**src/rtl/instr_fetch_pkg.sv**
```systemverilog
// -----------------------------------------------------------------------------
// instr_fetch_pkg
//
// Shared types and constants for the instruction fetch stage.
//   fetch_state_e : fetch FSM states (IDLE / REQ / WAIT / HOLD)
//   ALIGN_MASK    : low PC bits that must be zero for a legal word fetch
//   is_aligned()  : applies ALIGN_MASK to the two low PC bits
// -----------------------------------------------------------------------------
package instr_fetch_pkg;

  typedef enum logic [1:0] {
    IDLE = 2'd0,
    REQ  = 2'd1,
    WAIT = 2'd2,
    HOLD = 2'd3
  } fetch_state_e;

  localparam logic [1:0] ALIGN_MASK = 2'b11;

  function automatic logic is_aligned(input logic [1:0] pc_lsb);
    return (pc_lsb & ALIGN_MASK) == 2'b00;
  endfunction

endpackage

```
**src/rtl/instr_fetch_if.sv**
```systemverilog
// -----------------------------------------------------------------------------
// instr_fetch_if
//
// Bundles every handshake/bus signal of the fetch stage:
//   PC, fetch_en, flush          : from the PC unit / branch logic
//   imem_req, imem_addr          : request channel to instruction memory
//   imem_gnt, imem_rvalid,
//   imem_rdata                   : grant and response from instruction memory
//   Instr, instr_valid,
//   instr_ready                  : valid/ready channel to decode
//   stall, misalign_err          : status back to the PC unit
// Modports:
//   master : the fetch stage itself
//   slave  : the surrounding datapath (PC unit, memory, decode)
// -----------------------------------------------------------------------------
interface instr_fetch_if #(
  parameter int ADDR_W = 32,
  parameter int DATA_W = 32
);

  logic [ADDR_W-1:0] PC;
  logic              fetch_en;
  logic              flush;

  logic              imem_req;
  logic [ADDR_W-1:0] imem_addr;
  logic              imem_gnt;
  logic              imem_rvalid;
  logic [DATA_W-1:0] imem_rdata;

  logic [DATA_W-1:0] Instr;
  logic              instr_valid;
  logic              instr_ready;

  logic              stall;
  logic              misalign_err;

  modport master (
    input  PC, fetch_en, flush,
    input  imem_gnt, imem_rvalid, imem_rdata,
    input  instr_ready,
    output imem_req, imem_addr,
    output Instr, instr_valid,
    output stall, misalign_err
  );

  modport slave (
    output PC, fetch_en, flush,
    output imem_gnt, imem_rvalid, imem_rdata,
    output instr_ready,
    input  imem_req, imem_addr,
    input  Instr, instr_valid,
    input  stall, misalign_err
  );

endinterface

```
**src/rtl/instr_fetch.sv**
```systemverilog
// -----------------------------------------------------------------------------
// instr_fetch
//
// Instruction fetch stage between the PC unit and decode. On fetch_en with a
// word-aligned PC it latches the address, issues one request to instruction
// memory (req/gnt, then rvalid), and holds the returned word on Instr with
// instr_valid until decode takes it. Only one request is ever outstanding.
// A flush (taken jump/branch) drops the request, the in-flight response or
// the held word, whichever is current.
//
// Ports:
//   CLK    : clock, all state changes on the rising edge
//   reset  : synchronous, active-low reset
//   bus    : instr_fetch_if.master (PC/fetch_en/flush, imem req/gnt/rvalid,
//            Instr valid/ready, stall, misalign_err)
// -----------------------------------------------------------------------------
module instr_fetch
  import instr_fetch_pkg::*;
#(
  parameter int ADDR_W = 32,
  parameter int DATA_W = 32
) (
  input  logic          CLK,
  input  logic          reset,
  instr_fetch_if.master bus
);

  fetch_state_e      state;
  fetch_state_e      state_nxt;

  logic [ADDR_W-1:0] addr_q;
  logic [DATA_W-1:0] instr_q;
  logic              discard_q;
  logic              err_q;

  logic              pc_aligned;
  logic              hold_accept;
  logic              latch_pc;
  logic              set_err;
  logic              capture;
  logic              set_discard;
  logic              clr_discard;
  logic              imem_req;
  logic              instr_valid;
  logic              stall;

  assign pc_aligned = is_aligned(bus.PC[1:0]);

  // Decode takes the held word this cycle; flush outranks the handshake.
  assign hold_accept = (state == HOLD) && bus.instr_ready && !bus.flush;

  // ---------------------------------------------------------------------------
  // State register
  // ---------------------------------------------------------------------------
  always_ff @(posedge CLK) begin
    if (!reset) begin
      state <= IDLE;
    end else begin
      state <= state_nxt;
    end
  end

  // ---------------------------------------------------------------------------
  // Next-state logic
  // ---------------------------------------------------------------------------
  always_comb begin
    state_nxt = state;
    case (state)
      IDLE: begin
        if (bus.fetch_en && pc_aligned) begin
          state_nxt = REQ;
        end
      end
      REQ: begin
        if (bus.imem_gnt) begin
          state_nxt = WAIT;
        end else if (bus.flush) begin
          state_nxt = IDLE;
        end
      end
      WAIT: begin
        // A response that arrives with, or after, a flush is thrown away.
        if (bus.imem_rvalid) begin
          if (discard_q || bus.flush) begin
            state_nxt = IDLE;
          end else begin
            state_nxt = HOLD;
          end
        end
      end
      HOLD: begin
        if (bus.flush) begin
          state_nxt = IDLE;
        end else if (bus.instr_ready) begin
          if (bus.fetch_en && pc_aligned) begin
            state_nxt = REQ;
          end else begin
            state_nxt = IDLE;
          end
        end
      end
      default: state_nxt = IDLE;
    endcase
  end

  // ---------------------------------------------------------------------------
  // Output and datapath-strobe logic
  // ---------------------------------------------------------------------------
  always_comb begin
    imem_req    = 1'b0;
    instr_valid = 1'b0;
    latch_pc    = 1'b0;
    set_err     = 1'b0;
    capture     = 1'b0;
    set_discard = 1'b0;
    clr_discard = 1'b0;
    case (state)
      IDLE: begin
        latch_pc = bus.fetch_en && pc_aligned;
        set_err  = bus.fetch_en && !pc_aligned;
      end
      REQ: begin
        imem_req = 1'b1;
        // Granted but redirected: the response will still come and must die.
        set_discard = bus.imem_gnt && bus.flush;
      end
      WAIT: begin
        capture     = bus.imem_rvalid && !discard_q && !bus.flush;
        clr_discard = bus.imem_rvalid;
        set_discard = bus.flush && !bus.imem_rvalid;
      end
      HOLD: begin
        instr_valid = 1'b1;
        latch_pc    = hold_accept && bus.fetch_en && pc_aligned;
        set_err     = hold_accept && bus.fetch_en && !pc_aligned;
      end
      default: ;
    endcase
  end

  // The PC may only move when its value is being consumed this cycle:
  // latched from IDLE, or the held word is handed to decode.
  assign stall = bus.fetch_en
               && !((state == HOLD) && bus.instr_ready)
               && !((state == IDLE) && pc_aligned);

  // ---------------------------------------------------------------------------
  // Address / instruction / flag registers
  // ---------------------------------------------------------------------------
  always_ff @(posedge CLK) begin
    if (!reset) begin
      addr_q    <= '0;
      instr_q   <= '0;
      discard_q <= 1'b0;
      err_q     <= 1'b0;
    end else begin
      if (latch_pc) begin
        addr_q <= bus.PC;
      end
      if (capture) begin
        instr_q <= bus.imem_rdata;
      end
      if (clr_discard) begin
        discard_q <= 1'b0;
      end else if (set_discard) begin
        discard_q <= 1'b1;
      end
      if (set_err) begin
        err_q <= 1'b1;
      end
    end
  end

  assign bus.imem_req     = imem_req;
  assign bus.imem_addr    = addr_q;
  assign bus.Instr        = instr_q;
  assign bus.instr_valid  = instr_valid;
  assign bus.stall        = stall;
  assign bus.misalign_err = err_q;

endmodule

```
**src/flat_wrapper.sv**
```systemverilog
// flat-port wrapper written by rule: the top's interface ports become plain ports
module instr_fetch_flat import instr_fetch_pkg::*;
#(
  parameter int ADDR_W = 32,
  parameter int DATA_W = 32
)
  (CLK, reset, bus_PC, bus_fetch_en, bus_flush, bus_imem_gnt, bus_imem_rvalid, bus_imem_rdata, bus_instr_ready, bus_imem_req, bus_imem_addr, bus_Instr, bus_instr_valid, bus_stall, bus_misalign_err);
  instr_fetch_if #(.ADDR_W(ADDR_W), .DATA_W(DATA_W)) bus_i ();
  input  logic CLK;
  input  logic reset;
  input wire logic [$bits(bus_i.PC)-1:0] bus_PC;
  input wire logic [$bits(bus_i.fetch_en)-1:0] bus_fetch_en;
  input wire logic [$bits(bus_i.flush)-1:0] bus_flush;
  input wire logic [$bits(bus_i.imem_gnt)-1:0] bus_imem_gnt;
  input wire logic [$bits(bus_i.imem_rvalid)-1:0] bus_imem_rvalid;
  input wire logic [$bits(bus_i.imem_rdata)-1:0] bus_imem_rdata;
  input wire logic [$bits(bus_i.instr_ready)-1:0] bus_instr_ready;
  output wire logic [$bits(bus_i.imem_req)-1:0] bus_imem_req;
  output wire logic [$bits(bus_i.imem_addr)-1:0] bus_imem_addr;
  output wire logic [$bits(bus_i.Instr)-1:0] bus_Instr;
  output wire logic [$bits(bus_i.instr_valid)-1:0] bus_instr_valid;
  output wire logic [$bits(bus_i.stall)-1:0] bus_stall;
  output wire logic [$bits(bus_i.misalign_err)-1:0] bus_misalign_err;
  assign bus_i.PC = bus_PC;
  assign bus_i.fetch_en = bus_fetch_en;
  assign bus_i.flush = bus_flush;
  assign bus_i.imem_gnt = bus_imem_gnt;
  assign bus_i.imem_rvalid = bus_imem_rvalid;
  assign bus_i.imem_rdata = bus_imem_rdata;
  assign bus_i.instr_ready = bus_instr_ready;
  assign bus_imem_req = bus_i.imem_req;
  assign bus_imem_addr = bus_i.imem_addr;
  assign bus_Instr = bus_i.Instr;
  assign bus_instr_valid = bus_i.instr_valid;
  assign bus_stall = bus_i.stall;
  assign bus_misalign_err = bus_i.misalign_err;
  instr_fetch #(.ADDR_W(ADDR_W), .DATA_W(DATA_W)) u_core (.CLK(CLK), .reset(reset), .bus(bus_i));
endmodule
```
**config.mk**
```make
export PLATFORM = sky130hd
export DESIGN_NAME = instr_fetch_flat
export DESIGN_NICKNAME = d
export VERILOG_FILES = /design/src/rtl/instr_fetch_pkg.sv /design/src/rtl/instr_fetch_if.sv /design/src/rtl/instr_fetch.sv /design/src/flat_wrapper.sv
export SDC_FILE = /design/constraint.sdc
export NUM_CORES = 1
export LEC_CHECK = 0
export CORE_MARGIN = 4
export CORE_UTILIZATION = 35
export CTS_BUF_LIST = sky130_fd_sc_hd__clkbuf_16
export DETAILED_ROUTE_END_ITERATION = 10
export PLACE_DENSITY = 0.76
export SYNTH_ARGS = -nofsm -noshare
export SYNTH_HDL_FRONTEND = slang
export SYNTH_SLANG_ARGS = --single-unit
```
**constraint.sdc**
```tcl
create_clock -name CLK -period 1.7 [get_ports CLK]
set_clock_uncertainty 0.05 [all_clocks]
set_input_delay 0.34 -clock CLK [delete_from_list [all_inputs] [get_ports CLK]]
set_output_delay 0.34 -clock CLK [all_outputs]
set_load 0.02 [all_outputs]
```
Word-level counts from Yosys, hierarchy flattened. Cells that the tools add are included.

Bits in registers: 68. Input bits: 71. Output and inout port bits: 68. Logic and storage cells: 54.

Equality and inequality tests: 7. Muxes and demuxes: 16. Bitwise logic cells: 1. Reductions and logical operators: 25.

Operator list (count): $logic_and A1 B1 Y1 (14); $mux W2 (7); $pmux W2 S4 (1); $logic_not A1 Y1 (6); $ne A3 B3 Y1 const B (2); $pmux W1 S2 (3); $mux W1 (5); $eq A2 B2 Y1 const B (2); $logic_not A2 Y1 (2); $reduce_and A4 Y1 (1); $eq A2 B1 Y1 const B (1); $ne A2 B1 Y1 const B (1); $ne A2 B2 Y1 const B (1); $reduce_or A2 Y1 (1); $logic_or A1 B1 Y1 (1); $not A1 Y1 (1).

Depth between registers and ports, before layout.
Depth after elaboration: 6. Gate-level depth with buffers: 8.

Worst setup path after synthesis. Ideal clock, no wire load.

Path kind: reg2reg. Start: register u_core.state[0]. End: register u_core.addr_q[22], in the netlist u_core.bus.imem_addr[22]. Library setup time: 0.128 ns. Arrival time: 1.566 ns. Data required time: 1.522 ns. Path slack: -0.044 ns. Stages on the path, launching flop included: 7. Cell sequence: dfxtp_1 > ha_1 > and3b_1 > o2111ai_4 > buf_6 > mux2i_1 > nor2_1.

Word-level cells in the longest chain between the ends: 6. Elaborated cells between the ends (all ways): 7. Those cells by class: 1 x eq/ne; 1 x mux; 5 x reduce/logical.

Ends and longest elaborated chain: from (decl) (line instr_fetch.sv:28) `fetch_state_e state;`; from (signal assigned) (line instr_fetch.sv:59) `state <= state_nxt;`; $eq A2 B2 Y1 (line instr_fetch.sv:50, instr_fetch.sv:117); $logic_and A1 B1 Y1 (2 in a row) (line instr_fetch.sv:50) `assign hold_accept = (state == HOLD) && bus.instr_ready && !bus.flush;`; $logic_and A1 B1 Y1 (2 in a row) (line instr_fetch.sv:134) `latch_pc = hold_accept && bus.fetch_en && pc_aligned;`; $pmux W1 S2 * (line instr_fetch.sv:117) `case (state)`; to (signal assigned) (line instr_fetch.sv:158) `addr_q <= bus.PC;`; to (decl) (line instr_fetch.sv:31) `logic [ADDR_W-1:0] addr_q;`.

Every way passes the cells marked *; elsewhere a longest branch is shown, timed or not. A chain may end at the register's enable or synchronous reset.

Worst setup path in the final report.
Start: register u_core.state[1]. End: register u_core.addr_q[21], in the netlist u_core.bus.imem_addr[21].

Same word-level chain as after synthesis.

==> out/results.tsv <==
metric	value	unit
insertion_delay	0.31	ns
hp-class	flip-flop to flip-flop	
synthesis.area	2605	um^2
end_kind	flip-flop	
dieWidth	94.27	um
coreArea	7253	um^2
max-vdd-ir-drop	0.5251	mV
fmax	563.5	MHz
cp-start-kind	flip-flop	
period_needed	1.775	ns
layout-drive-gt1-share	0.1378	
placed_cells	529	
ctsLongestPathBuffers	2	
cts-root-buf	clkbuf_16	
slew_headroom	0.6509	
clkTransAtPathRegs	0.06	ns
critical_path_class	flip-flop to flip-flop	
start_util	0.3592	
grt_pass1_wl	11.85	mm
postSynthCellCount	286	
io_buffers	138	
avgSynthCellArea	9.108	um^2
drt_iter0_markers	67	
status	finished, violations left	
ys_seq_area_frac	0.5226	
grt_max_degree	33	
layout_commonest_cell	clkdlybuf4s50_1	
timing.max_cap.violations	0	
violations	setup timing	
synth_nets	362	
nFillCells	616	
cts_made_buffers	9	
register_area	1364	um^2
cts-htree-levels	3	
synth_cell_type_count	32	
path_max_fanout	8	
antenna_found_initial	0	
vias	2532	
io_pins	139	
drtPass1Iterations	4	
final_cells	549	
multi_input_area	1185	um^2
power_leakage	0.002200	uW
wl_per_cell	14.36	um
gp_congestion	0.8725	
area_growth	81.22	%
arrival	1.94	ns
antenna_cells	0	
cts_sinks	68	
gr-usage-all-layers	0.1704	
period_share	1.044	
yosysWarnings	0	
ant_nets	0	
grt_overflow	0	
viasPerCell	4.612	
dpl.hpwl	5.505	mm
cts_tree	built	
powerDensity	878.3	nW/um^2
fin_ws	-0.07467	ns
rsz0062_at_grt	true	
dp_worst_setup_slack	-0.5031	ns
final_cell_mix	clkdlybuf4s50_1, dfxtp_1, nand2_1	
tightest_slew	0.5105	ns
setup_viol	31	
drcViolationCount	0	
final_area	4721	um^2
placed_cell_area	4237	um^2
synth-seq-cells	68	
wirelength	7.886	mm
slew_viol_final	0	
fp.dieH	94.27	um
rows	31	
hold_viol	0	
grt_pass1_vias	2573	
dieArea	8887	um^2
cp.required	1.86	ns
final_nets	522	
## worst max-delay path, stage by stage, from the launching register on
cell and delay, ns:
dfxtp_2 0.34, ha_4 0.16, buf_6 0.11, and3b_2 0.22
o2111ai_4 0.29, clkbuf_16 0.24, mux2i_1 0.19, nor2_1 0.06
## timing repair
action | in CTS | in global routing
pin swaps | 0 | 2
hold buffers | 0 | 0
cloned | 0 | 3
setup buffers | 0 | 2
hold endpoints to repair | 0 | 0
setup endpoints to repair | 66 | 82
resized for setup | 13 | 33
## cells in the mapped netlist
| cell type | n | area (um^2) |
|---|---|---|
| a2111oi_0 | 1 | 8.760 |
| a21boi_1 | 1 | 7.510 |
| a21o_1 | 1 | 7.510 |
| a21oi_1 | 35 | 175.2 |
| a221oi_1 | 2 | 17.52 |
| a31oi_1 | 1 | 6.260 |
| and2_1 | 2 | 12.51 |
| and3_1 | 2 | 12.51 |
| and3b_1 | 1 | 8.760 |
| buf_1 | 1 | 3.750 |
| buf_2 | 1 | 5.000 |
| buf_4 | 3 | 22.52 |
| buf_6 | 3 | 33.78 |
| clkbuf_1 | 9 | 33.78 |
| dfxtp_1 | 68 | 1361 |
| ha_1 | 5 | 62.56 |
| inv_1 | 5 | 18.77 |
| inv_2 | 1 | 3.750 |
| mux2i_1 | 30 | 300.3 |
| nand2_1 | 65 | 244.0 |
| nand2b_1 | 5 | 31.28 |
| nand4bb_1 | 1 | 11.26 |
| nor2_1 | 33 | 123.9 |
| nor2b_1 | 1 | 6.260 |
| nor3b_1 | 1 | 7.510 |
| nor4_1 | 1 | 6.260 |
| o2111ai_1 | 1 | 8.760 |
| o2111ai_4 | 1 | 26.28 |
| o211ai_1 | 1 | 7.510 |
| o21a_1 | 1 | 7.510 |
| o21bai_1 | 1 | 7.510 |
| o31ai_1 | 2 | 15.01 |
## final timing paths
path                  startpoint                        to  slack [ns]  depth (start not counted)
max              u_core.state[1]  u_core.bus.imem_addr[21]       -0.07                          7
min          u_core.bus.Instr[6]       u_core.bus.Instr[6]        0.40                          2
max reg2reg      u_core.state[1]  u_core.bus.imem_addr[21]       -0.07                          7
min reg2reg  u_core.bus.Instr[6]       u_core.bus.Instr[6]        0.40                          2
## metrics by stage
stage          total power (uW)  utilization  setup TNS, ns  hold slack, ns
6_report                   4146       0.6509         -1.711          0.3992
5_1_grt                    4314       0.6509         -4.662          0.4306
4_1_cts                    4174       0.6269         -2.570          0.4061
3_5_place_dp               2224       0.5841         -19.90          0.3983
3_3_place_gp               2216       0.5841         -17.54          0.3926
2_1_floorplan              1900            -              0          0.4053
## state kept, by name, indices dropped and copies added, names as in the netlist
name and cells:
u_core.bus.imem_addr 32, u_core.bus.misalign_err 1, u_core.discard_q 1, u_core.state 2, u_core.bus.Instr 32
## cells by family after synthesis
kind of cell | count (synthesis) | share of synthesized area
compound gates | 48 | 0.1134
fa+ha+maj | 5 | 0.02402
buf+inv | 23 | 0.04658
flops | 68 | 0.5226
mux | 30 | 0.1153
simple gates | 112 | 0.1782
## metal layers
layer  track usage  share of wire  wire length [um]  up-vias
li1              -              -                 -     1266
met1        0.1874           0.41              3197     1169
met2        0.2908           0.50              3945       86
met3       0.06490          0.081               638       11
met4       0.07461          0.013               104        0
met5             0              0                 0        -
## layout make-up
type | instances | share of cell area
well taps | 99 | 0.02624
multi-input cells | 195 | 0.2510
clock inverters | 6 | 0.01882
clock buffers | 9 | 0.04771
repair buffers | 166 | 0.3626
flip-flops and latches | 68 | 0.2889
inverters | 6 | 0.004771
## power by group
| group | internal [uW] | switching [uW] | leakage [uW] | total, uW |
|---|---|---|---|---|
| clock network | 1280 | 654 | 0.000148 | 1930 |
| registers | 1630 | 22.6 | 0.000551 | 1660 |
| logic | 328 | 232 | 0.00150 | 560 |
| total | 3240 | 908 | 0.00220 | 4150 |
Note: power is estimated with default switching activity, not from simulation.
